==> src/rtl/bcd_conv_arbiter_pkg.sv <==
`default_nettype none
// ============================================================================
// bcd_conv_arbiter_pkg : shared state encoding and BCD constants
// Rev 1.0
// ============================================================================
package bcd_conv_arbiter_pkg;

  localparam logic [1:0] ST_IDLE   = 2'd0;
  localparam logic [1:0] ST_LAUNCH = 2'd1;
  localparam logic [1:0] ST_WAIT   = 2'd2;
  localparam logic [1:0] ST_RESP   = 2'd3;

  typedef enum logic [1:0] {
    S_IDLE   = ST_IDLE,
    S_LAUNCH = ST_LAUNCH,
    S_WAIT   = ST_WAIT,
    S_RESP   = ST_RESP
  } state_e;

  localparam int BCD_MAX = 999;
  localparam int BCD_W   = 12;

endpackage
`default_nettype wire

==> src/rtl/bcd_conv_arbiter_rr_pick.sv <==
`default_nettype none
// ============================================================================
// bcd_conv_arbiter_rr_pick : combinational round-robin pick, first at ptr+1
// Rev 1.0
// ============================================================================
module bcd_conv_arbiter_rr_pick #(
  parameter  int N_REQ = 4,
  localparam int IDX_W = $clog2(N_REQ)
) (
  input  logic [N_REQ-1:0] req,
  input  logic [N_REQ-1:0] mask,
  input  logic [IDX_W-1:0] ptr,
  output logic [IDX_W-1:0] gnt,
  output logic             any
);

  logic [N_REQ-1:0] eligible;
  logic [IDX_W-1:0] idx;

  always_comb begin
    eligible = req & ~mask;
    gnt      = '0;
    any      = 1'b0;
    idx      = '0;
    // Walk from ptr+1 around the ring; the first eligible hit wins.
    for (int i = 1; i <= N_REQ; i++) begin
      idx = IDX_W'((int'(ptr) + i) % N_REQ);
      if (!any && eligible[idx]) begin
        any = 1'b1;
        gnt = idx;
      end
    end
  end

endmodule
`default_nettype wire

==> src/rtl/bcd_conv_arbiter.sv <==
`default_nettype none
// ============================================================================
// bcd_conv_arbiter : shares one binary-to-BCD converter among N_REQ clients
// Rev 1.0
// ============================================================================
module bcd_conv_arbiter
  import bcd_conv_arbiter_pkg::*;
#(
  parameter int N_REQ   = 4,
  parameter int BIN_W   = 10,
  parameter int TIMEOUT = 31
) (
  input  logic                   clk,
  input  logic                   reset_n,
  input  logic [N_REQ-1:0]       req,
  input  logic [N_REQ*BIN_W-1:0] bin_in,
  output logic [N_REQ-1:0]       ack,
  output logic [BCD_W-1:0]       resp_bcd,
  output logic                   resp_err,
  output logic                   busy,
  output logic                   conv_start,
  output logic [BIN_W-1:0]       conv_bin,
  input  logic                   conv_ready,
  input  logic                   conv_done_tick,
  input  logic [3:0]             conv_bcd2,
  input  logic [3:0]             conv_bcd1,
  input  logic [3:0]             conv_bcd0
);

  localparam int IDX_W = $clog2(N_REQ);
  localparam int WD_W  = $clog2(TIMEOUT + 1);

  state_e            state_q, state_d;
  logic [IDX_W-1:0]  ptr_q, ptr_d;
  logic [IDX_W-1:0]  gnt_q, gnt_d;
  logic [BIN_W-1:0]  conv_bin_q, conv_bin_d;
  logic [BCD_W-1:0]  resp_bcd_q, resp_bcd_d;
  logic              resp_err_q, resp_err_d;
  logic [WD_W-1:0]   wd_q, wd_d;
  logic              first_idle_q, first_idle_d;

  logic [N_REQ-1:0]  pick_mask;
  logic [IDX_W-1:0]  pick_gnt;
  logic              pick_any;
  logic [BIN_W-1:0]  pick_bin;

  // Hide the just-served requester for one cycle so a late req drop is not re-served.
  assign pick_mask = first_idle_q ? (N_REQ'(1) << gnt_q) : '0;
  assign pick_bin  = bin_in[int'(pick_gnt)*BIN_W +: BIN_W];

  bcd_conv_arbiter_rr_pick #(.N_REQ(N_REQ)) u_rr_pick (
    .req  (req),
    .mask (pick_mask),
    .ptr  (ptr_q),
    .gnt  (pick_gnt),
    .any  (pick_any)
  );

  always_comb begin
    state_d      = state_q;
    ptr_d        = ptr_q;
    gnt_d        = gnt_q;
    conv_bin_d   = conv_bin_q;
    resp_bcd_d   = resp_bcd_q;
    resp_err_d   = resp_err_q;
    wd_d         = wd_q;
    first_idle_d = 1'b0;
    case (state_q)
      S_IDLE: begin
        if (pick_any && conv_ready) begin
          gnt_d      = pick_gnt;
          conv_bin_d = pick_bin;
          if (pick_bin > BIN_W'(BCD_MAX)) begin
            resp_err_d = 1'b1;
            resp_bcd_d = '0;
            state_d    = S_RESP;
          end else begin
            state_d    = S_LAUNCH;
          end
        end
      end
      S_LAUNCH: begin
        wd_d    = '0;
        state_d = S_WAIT;
      end
      S_WAIT: begin
        // A done tick in the timeout cycle still delivers the real result.
        if (conv_done_tick) begin
          resp_bcd_d = {conv_bcd2, conv_bcd1, conv_bcd0};
          resp_err_d = 1'b0;
          state_d    = S_RESP;
        end else if (wd_q == WD_W'(TIMEOUT)) begin
          resp_bcd_d = '0;
          resp_err_d = 1'b1;
          state_d    = S_RESP;
        end else begin
          wd_d = wd_q + WD_W'(1);
        end
      end
      S_RESP: begin
        ptr_d        = gnt_q;
        first_idle_d = 1'b1;
        state_d      = S_IDLE;
      end
      default: state_d = S_IDLE;
    endcase
  end

  always_ff @(posedge clk or negedge reset_n) begin
    if (!reset_n) begin
      state_q      <= S_IDLE;
      ptr_q        <= IDX_W'(N_REQ - 1);
      gnt_q        <= '0;
      conv_bin_q   <= '0;
      resp_bcd_q   <= '0;
      resp_err_q   <= 1'b0;
      wd_q         <= '0;
      first_idle_q <= 1'b0;
    end else begin
      state_q      <= state_d;
      ptr_q        <= ptr_d;
      gnt_q        <= gnt_d;
      conv_bin_q   <= conv_bin_d;
      resp_bcd_q   <= resp_bcd_d;
      resp_err_q   <= resp_err_d;
      wd_q         <= wd_d;
      first_idle_q <= first_idle_d;
    end
  end

  assign ack        = (state_q == S_RESP) ? (N_REQ'(1) << gnt_q) : '0;
  assign busy       = (state_q != S_IDLE);
  assign conv_start = (state_q == S_LAUNCH);
  assign conv_bin   = conv_bin_q;
  assign resp_bcd   = resp_bcd_q;
  assign resp_err   = resp_err_q;

endmodule
`default_nettype wire

==> config.mk <==
export PLATFORM = sky130hd
export DESIGN_NAME = bcd_conv_arbiter
export DESIGN_NICKNAME = d
export VERILOG_FILES = /design/src/rtl/bcd_conv_arbiter_pkg.sv /design/src/rtl/bcd_conv_arbiter_rr_pick.sv /design/src/rtl/bcd_conv_arbiter.sv
export SDC_FILE = /design/constraint.sdc
export NUM_CORES = 1
export LEC_CHECK = 0
export CORE_MARGIN = 3
export CORE_UTILIZATION = 44
export DETAILED_ROUTE_END_ITERATION = 16
export GPL_TIMING_DRIVEN = 1
export HOLD_SLACK_MARGIN = 0.06
export PLACE_DENSITY = 0.8
export RECOVER_POWER = 50
export SLEW_MARGIN = 30
export SYNTH_ARGS = -nofsm -noshare
export SYNTH_HDL_FRONTEND = slang
export SYNTH_SLANG_ARGS = --single-unit
==> constraint.sdc <==
create_clock -name clk -period 3.15 [get_ports clk]
set_clock_uncertainty 0.05 [all_clocks]
set_input_delay 0.945 -clock clk [delete_from_list [all_inputs] [get_ports clk]]
set_output_delay 0.945 -clock clk [all_outputs]
set_load 0.03 [all_outputs]
# After elaboration in Yosys (flattened, before gate mapping)
# Index checks and enable logic that the tools add are counted.
# totals
word_cells	84
regBits	35
mem_bits_ro	0
latchBits	0
output_inout_bits	29
memories	0
in_bits	60
mem_bits_rw	0
# classes
n_bitwise	2
n_shift	2
addsub	5
n_reduce_logical	15
multipliers	1
order_cmp	5
eq_ne	9
mux	37
div	0
# op_table
operator	n
$mux 12	4
$shiftx 40x7->10	1
$pmux 12 s2	1
$mux 2	8
$mux 1	13
$lt 2x3->1 const B	4
$gt 10x10->1 const B	1
$mux 5	2
$pmux 5 s2	1
$bmux 1 s2	4
$mux 4	2
$ne 2x2->1 const B	4
$pmux 2 s4	1
$reduce_bool 2->1	3
$add 5x1->5 const B	1
$eq 5x5->1 const B	1
$mul 2x3->5 const B	1
$add 2x1->2 const B	2
$add 2x2->2 const B	2
$and 4x4->4	1
$eq 2x2->1 const B	2
$logic_and 1x1->1	4
$not 4->4	1
$reduce_and 2->1	2
other kinds (8)	10

# Depth between registers and ports, before layout
# Gate-level depths: netlist of the first run.
# logic_depth
ltp_word	22
mapped_depth	10

# By module
# A second synthesis of the first run with hierarchy kept.
# unflattened
cells_unflattened	158
area_unflattened_um2	2103.3
# modules_own_cells
mod	instances	cells_per_inst	area_each_um2
bcd_conv_arbiter	1	141	1976.9
bcd_conv_arbiter_rr_pick	1	17	126.4

# Worst setup path after synthesis of the first run
# No wires, ideal clock.
# synth_path
kind	in2reg
start	input req[2]
end	register resp_bcd_q[10], in the netlist resp_bcd[10]
path_stages	8
n_path_buf	1
slack_ns	0.458
t_arrival_ns	2.521
setup_ns	0.121
required_ns	2.979
path_cell_list	or2_1 o221a_1 nor3b_1 a311oi_4 o211a_1 o31ai_4 buf_6 a22o_1
# synth_via
elab_chain_len	18
elab_cells_between_ends	30
# synth_rtl
element	line_no	text
start, declared	bcd_conv_arbiter.sv:15	input logic [N_REQ-1:0] req,
$and 4x4->4 *	bcd_conv_arbiter_rr_pick.sv:21	eligible = req & ~mask;
$bmux 1 s2	bcd_conv_arbiter_rr_pick.sv:28	if (!any && eligible[idx]) begin
$mux 1 (implied by the code)	bcd_conv_arbiter_rr_pick.sv:28	
$mux 1	bcd_conv_arbiter_rr_pick.sv:28	
$logic_not 1->1	bcd_conv_arbiter_rr_pick.sv:28	
$logic_and 1x1->1	bcd_conv_arbiter_rr_pick.sv:28	
$mux 1	bcd_conv_arbiter_rr_pick.sv:28	
$logic_not 1->1	bcd_conv_arbiter_rr_pick.sv:28	
[... 2 more ...]	n/a	
$logic_not 1->1	bcd_conv_arbiter_rr_pick.sv:28	
$logic_and 1x1->1	bcd_conv_arbiter_rr_pick.sv:28	
$mux 2	bcd_conv_arbiter_rr_pick.sv:28	
$mul 2x3->5	bcd_conv_arbiter.sv:49	assign pick_bin = bin_in[int'(pick_gnt)*BIN_W +: BIN_W];
$shiftx 40x7->10	bcd_conv_arbiter.sv:49	
$gt 10x10->1	bcd_conv_arbiter.sv:73	if (pick_bin > BIN_W'(BCD_MAX)) begin
$ne 2x2->1 (no line)	n/a	
$reduce_and 4->1 (no line) *	n/a	
end signal, assigned	bcd_conv_arbiter.sv:124	resp_bcd_q <= resp_bcd_d;
end, declared	bcd_conv_arbiter.sv:37	logic [BCD_W-1:0] resp_bcd_q, resp_bcd_d;
# Mark *: on every way between the ends. The rest lies on a longest branch, timed or not. The select of a mux whose other input is x is not followed.
# A chain may end at the register's enable or synchronous reset.

# Worst setup path in the final report of the first run
# layout_path
start	input req[2]
end	register resp_bcd_q[2], in the netlist resp_bcd[2]
# The elaborated chain is that of the path after synthesis.

==> results.cfg, run 1 <==
[yosys]
ys_warn_count = 0
synth_edf_count = 0
synth_seq_cells = 35
synth_nets = 292
synth_compound_area_frac = 0.184
syn_area_um2 = 2320
synth_top_family_by_area = multiplexers
ys.flop_type = dfrtp_1
synth_mux_area_frac = 0.187
ys_seq_area_frac = 0.378
synthDistinctLibCells = 52
yosys.area_share.simple = 0.147
synth.top_cells.by_area = dfrtp_1, mux2i_1, mux2_2
synth_xor_area_frac = 0.00377
synth-async-reset-ratio = 1.00
avgSynthCellArea_um2 = 10.3
yosys.area.top_type_share = 0.356
yosysTopAreaCell = dfrtp_1
synth_cells = 225
synth_adder_area_share = 0.0377

[clock_network]
cts_root_buf = clkbuf_8
cts_made_buffers = 5
clock_sinks = 35
cts-resized-gates = 0
insertion_delay_ps = 290
cts_tree = built
postCtsSetupBuffers = 0
ctsHoldBuffers = 0
clkTransAtPathRegs_ps = 70
h-tree-depth = 2
cts_buffer_depth = 2

[global_routing]
top_usage_layer = met2
grt_pass1_wl_um = 10300
antenna_found_initial = 0
grt_util_all_layers = 0.209
met3_usage = 0.0722
use_met2 = 0.359
first_global_vias = 2298
grt_use_met1 = 0.241
grt_overflow_total = 0
grt_max_degree = 36

[worst_setup_path]
crit_buf_inv = 2
critPathTopFamily = compound AO/OA/AOI/OAI gates
worst_path_largest_cell_delay_ps = 480
worstPathMaxFanout = 13
cp_cell_sequence = clkdlybuf4s50_1 -> or2_1 -> o221a_1 -> nor3b_1 -> a311oi_4 -> o211a_1 -> o31ai_4 -> buf_12 -> a22o_1
slowest_stage = clkdlybuf4s50_1
worst_setup_path_start_kind = input port
critPathKind = in -> reg
critPathArrivalTime_ps = 3180
crit_path_end_kind = flip-flop
required_ps = 3280

[die]
rows = 25
core_um2 = 4910
start_util = 0.473
die_h_um = 78.7
die_x_um = 78.7
ios = 89
dieArea_um2 = 6190

[sta]
slew_headroom = 0.406
finalCritPeriodShare = 0.968
timing.fmax_mhz = 328
hold_ws_ps = 449
finalMaxSlewViolations = 0
worst_pin_slew_ps = 891
timing_hold_violations_final = 0
rsz0062_at_grt = false
min_period_ps = 3050
tns_ps = 0
setup_viol = 0
layout_setup_ws_ps = 99.5

[layout]
layout_commonest_cell = clkdlybuf4s50_1
post-route-util = 0.701
final_cell_mix = clkdlybuf4s50_1, dfrtp_1, mux2i_1
drive_gt1_frac = 0.133
nNetsFinal = 389
post-route-cell-area_um2 = 3440
antennaDiodeCount = 0
syn2layout_area_growth_pct = 48.2
fill_cells = 393
fin_cells = 390

[routing]
post_drt_wl_per_cell_um = 15.7
drc = 0
drt_pass1_iterations = 4
final_antenna_net_count = 0
totalWireLength_um = 6130
vias_per_cell = 5.54
route.vias.total = 2162
drtIter0Drc = 65

[worst_hold_path]
hold_path_class = reg -> reg

[pwr]
p_per_area_nw_per_um2 = 938
total_power_mw = 3.23
ir_worst_vdd_v = 0.000579
power.leakage_nw = 1.47

[status]
outcome = finished, final reports clean

[place]
hpwl_um = 4800
dp.cells = 382
place_area_um2 = 3340
portBuffers = 88
gp_congestion = 0.841
dp_slack_ps = -197

[job]
maxCapViolCount = 0
## sequential cells by signal, indices dropped and copies added (netlist names)
register and count:
resp_bcd 12, conv_bin 10, wd_q 5, gnt_q 2
ptr_q 2, state_q 2, first_idle_q 1, resp_err 1
## cell families after synthesis
| family | Yosys count |
|---|---|
| buffers and inverters | 25 |
| AND/OR/NAND/NOR | 61 |
| multiplexers | 42 |
| AO/OA/AOI/OAI | 54 |
| flip-flops | 35 |
| adder cells (fa/ha/maj) | 7 |
| XOR/XNOR | 1 |
## cell usage after synthesis (all sizes together), types with 2 or more instances
master / n
mux2: 11
clkbuf: 3
dfstp: 2
mux2i: 31
o21ai: 14
a311oi: 2
buf: 10
dfrtp: 33
nor3b: 3
nand3b: 2
a31oi: 3
o2111ai: 2
a22o: 12
a211oi: 2
inv: 12
nand3: 7
nor2b: 3
o22ai: 2
nor2: 13
nand2: 14
nand4: 4
and2: 2
ha: 7
nor4b: 2
and3: 5
a21o: 2
a21oi: 5
## routing by layer
layer / vias to the layer above / share of wire
li1: 1031 / -
met2: 72 / 0.50
met1: 1047 / 0.41
met4: 0 / 0.018
met3: 12 / 0.068
met5: - / 0
## report_power, final
| part | leakage (nW) | switching [mW] | internal, mW |
|---|---|---|---|
| registers | 0.433 | 0.197 | 0.654 |
| clock network | 0.0402 | 0.176 | 0.154 |
| logic | 1.00 | 1.06 | 0.988 |
| total | 1.47 | 1.43 | 1.80 |
## worst paths after layout
| kind | start | to | slack, ps | depth (start not counted) |
|---|---|---|---|---|
| worst min-delay path | resp_bcd[1] | resp_bcd[1] | 450 | 1 |
| max in group asynchronous | reset_n | conv_bin[2] | 1240 | 2 |
| worst min register to register | resp_bcd[1] | resp_bcd[1] | 450 | 1 |
| worst max register to register | ptr_q[0] | resp_bcd[2] | 450 | 8 |
| min in group asynchronous | reset_n | resp_bcd[11] | 1240 | 2 |
| worst max-delay path | req[2] | resp_bcd[2] | 100 | 9 |
## cell type report
| type | count | area, um2 | share of cell area |
|---|---|---|---|
| well taps | 67 | 83.8 | 0.0244 |
| clock inverters | 3 | 20.0 | 0.00582 |
| multi-input cells | 165 | 1320 | 0.383 |
| clock buffers | 5 | 68.8 | 0.0200 |
| flip-flops and latches | 35 | 878 | 0.255 |
| inverters | 12 | 45.0 | 0.0131 |
| repair buffers | 103 | 1030 | 0.299 |
## worst reg2reg max path, cell delays in order (launching register included)
cell and delay, ps:
dfstp_1 700, inv_1 160, o221a_1 300, nor3b_1 170
a311oi_4 460, o211a_1 280, o31ai_4 90, buf_12 160
a22o_1 230
(Power assumes the default switching activity.)
==> run 2, diff against run 1 <==
--- a/config.mk
+++ b/config.mk
@@ -10,8 +10,8 @@
 export DETAILED_ROUTE_END_ITERATION = 16
 export GPL_TIMING_DRIVEN = 1
 export HOLD_SLACK_MARGIN = 0.06
+export MAX_ROUTING_LAYER = met4
 export PLACE_DENSITY = 0.8
-export RECOVER_POWER = 50
 export SLEW_MARGIN = 30
 export SYNTH_ARGS = -nofsm -noshare
 export SYNTH_HDL_FRONTEND = slang
==> constraint.sdc (replaced) <==
create_clock -name clk -period 3.15 [get_ports clk]
set_clock_uncertainty 0.05 [all_clocks]
set_input_delay 0.945 -clock clk [delete_from_list [all_inputs] [get_ports clk]]
set_output_delay 0.945 -clock clk [all_outputs]
set_load 0.01 [all_outputs]
==> run 2 against run 1 <==
  * Critical path type unchanged
  * Core utilization up 0.13 points
  * Register-to-register slack improved by 100 ps
  * Flip-flop and latch count unchanged
  * Largest power group unchanged
  * Clock power about the same
  * Critical path depth unchanged
  * Setup slack hardly changed
  * Non-clock buffer count stayed put
  * Hold slack improved by 5.8 ps
  * Critical endpoint unchanged
==> results.cfg, run 2 (same netlist as run 1, synthesis figures left out) <==
[status]
outcome = finished, final reports clean

[worst_setup_path]
startpoint = req[2]
critPathTopFamily = compound AO/OA/AOI/OAI gates
crit_buf_inv = 2
critPathKind = in -> reg
ff2ff_path_depth = 8
r2r-end = resp_bcd[2]
slowest_stage = clkdlybuf4s50_1
rrSetupSlack_ps = 550
critPathArrivalTime_ps = 3180
worst_setup_path_start_kind = input port
cp_cell_sequence = clkdlybuf4s50_1 -> or2_1 -> o221a_1 -> nor3b_1 -> a311oi_4 -> o211a_1 -> o31ai_4 -> buf_12 -> a22o_1
reg2reg_from = gnt_q[1]
worst_path_largest_cell_delay_ps = 480
worstPathMaxFanout = 13
required_ps = 3280
crit_path_end_kind = flip-flop

[place]
hpwl_um = 4800
gp_congestion = 0.854
place_area_um2 = 3340
dp.cells = 382
portBuffers = 88
dp_slack_ps = -197

[pwr]
power.switching_mw = 1.19
clkPwrFrac = 0.110
power.leakage_nw = 1.47
p_per_area_nw_per_um2 = 871
ir_worst_vdd_v = 0.000504
intPower_mw = 1.81
comb_power_share = 0.606
seqPwrFrac = 0.284
switching_share = 0.396

[global_routing]
first_global_vias = 2304
grt_util_all_layers = 0.214
grt_max_degree = 36
grt_overflow_total = 0
antenna_found_initial = 0
grt_pass1_wl_um = 10300

[clock_network]
ctsHoldBuffers = 0
cts_buffer_depth = 2
h-tree-depth = 2
cts_made_buffers = 5
cts_root_buf = clkbuf_8
cts-resized-gates = 0
clkTransAtPathRegs_ps = 70
clock_sinks = 35
insertion_delay_ps = 300
cts_tree = built
postCtsSetupBuffers = 0

[die]
die_h_um = 78.7
dieArea_um2 = 6190
rows = 25
ios = 89
core_um2 = 4910
start_util = 0.473
die_x_um = 78.7

[worst_hold_path]
hold_path_class = reg -> reg
worstHoldPathCells = 1
hold_path_end = resp_bcd[1]
worstHoldStart = resp_bcd[1]

[layout]
largest_reg_flops = 12
antennaDiodeCount = 0
fill_cells = 391
post-route-util = 0.702
fin_cells = 390
layout_commonest_cell = clkdlybuf4s50_1
drive_gt1_frac = 0.139
nNetsFinal = 389
final_cell_mix = clkdlybuf4s50_1, dfrtp_1, mux2i_1
syn2layout_area_growth_pct = 48.4
post-route-cell-area_um2 = 3450

[sta]
min_period_ps = 3050
finalCritPeriodShare = 0.968
setup_viol = 0
hold_ws_ps = 455
timing.fmax_mhz = 328
finalMaxSlewViolations = 0
rsz0062_at_grt = false
timing_hold_violations_final = 0
layout_setup_ws_ps = 99.3
slew_headroom = 0.664
worst_pin_slew_ps = 504

[routing]
post_drt_wl_per_cell_um = 15.8
drc = 0
drtIter0Drc = 69
vias_per_cell = 5.57
drt_pass1_iterations = 4
totalWireLength_um = 6160
final_antenna_net_count = 0
route.vias.total = 2173

[job]
maxCapViolCount = 0
run 2: per-stage QoR:
stage          setup TNS, ps  power, mW
2_1_floorplan              0       1.98
3_3_place_gp           -2590       2.60
3_5_place_dp           -3760       2.65
4_1_cts                    0       2.99
5_1_grt                    0       3.22
6_report                   0       3.00
run 2: worst max path at each step:
stage / to / slack, ps / cells after the start
6_report: resp_bcd[2] / 100 / 9
3_5_place_dp: conv_bin[2] / -200 / 9
4_1_cts: state_q[1] / 100 / 9
2_1_floorplan: resp_bcd[10] / 460 / 8
3_3_place_gp: resp_bcd[6] / -140 / 9
5_1_grt: resp_bcd[2] / 0.2 / 9
run 2: power groups by stage:
stage	clock network, mW	logic, mW	registers, mW
2_1_floorplan	0	1.15	0.836
3_3_place_gp	0	1.75	0.848
3_5_place_dp	0	1.80	0.852
4_1_cts	0.337	1.81	0.846
5_1_grt	0.363	1.97	0.883
6_report	0.331	1.82	0.854
run 2: layer usage:
layer  vias up  wire, um  track usage
met5         -         0            -
met4         0       136       0.0874
met3        15       419       0.0573
met2        81      3070        0.360
met1      1049      2530        0.240
li1       1028         -            -
run 2: area by class of cell:
cell class                 count  area, um2  share of cell area
sequential                    35        878               0.255
timing repair buffer         103       1030               0.300
clock buffer                   5       68.8              0.0200
multi-input combinational    165       1320               0.382
tap                           67       83.8              0.0243
clock inverter                 3       20.0             0.00581
inverter                      12       45.0              0.0131
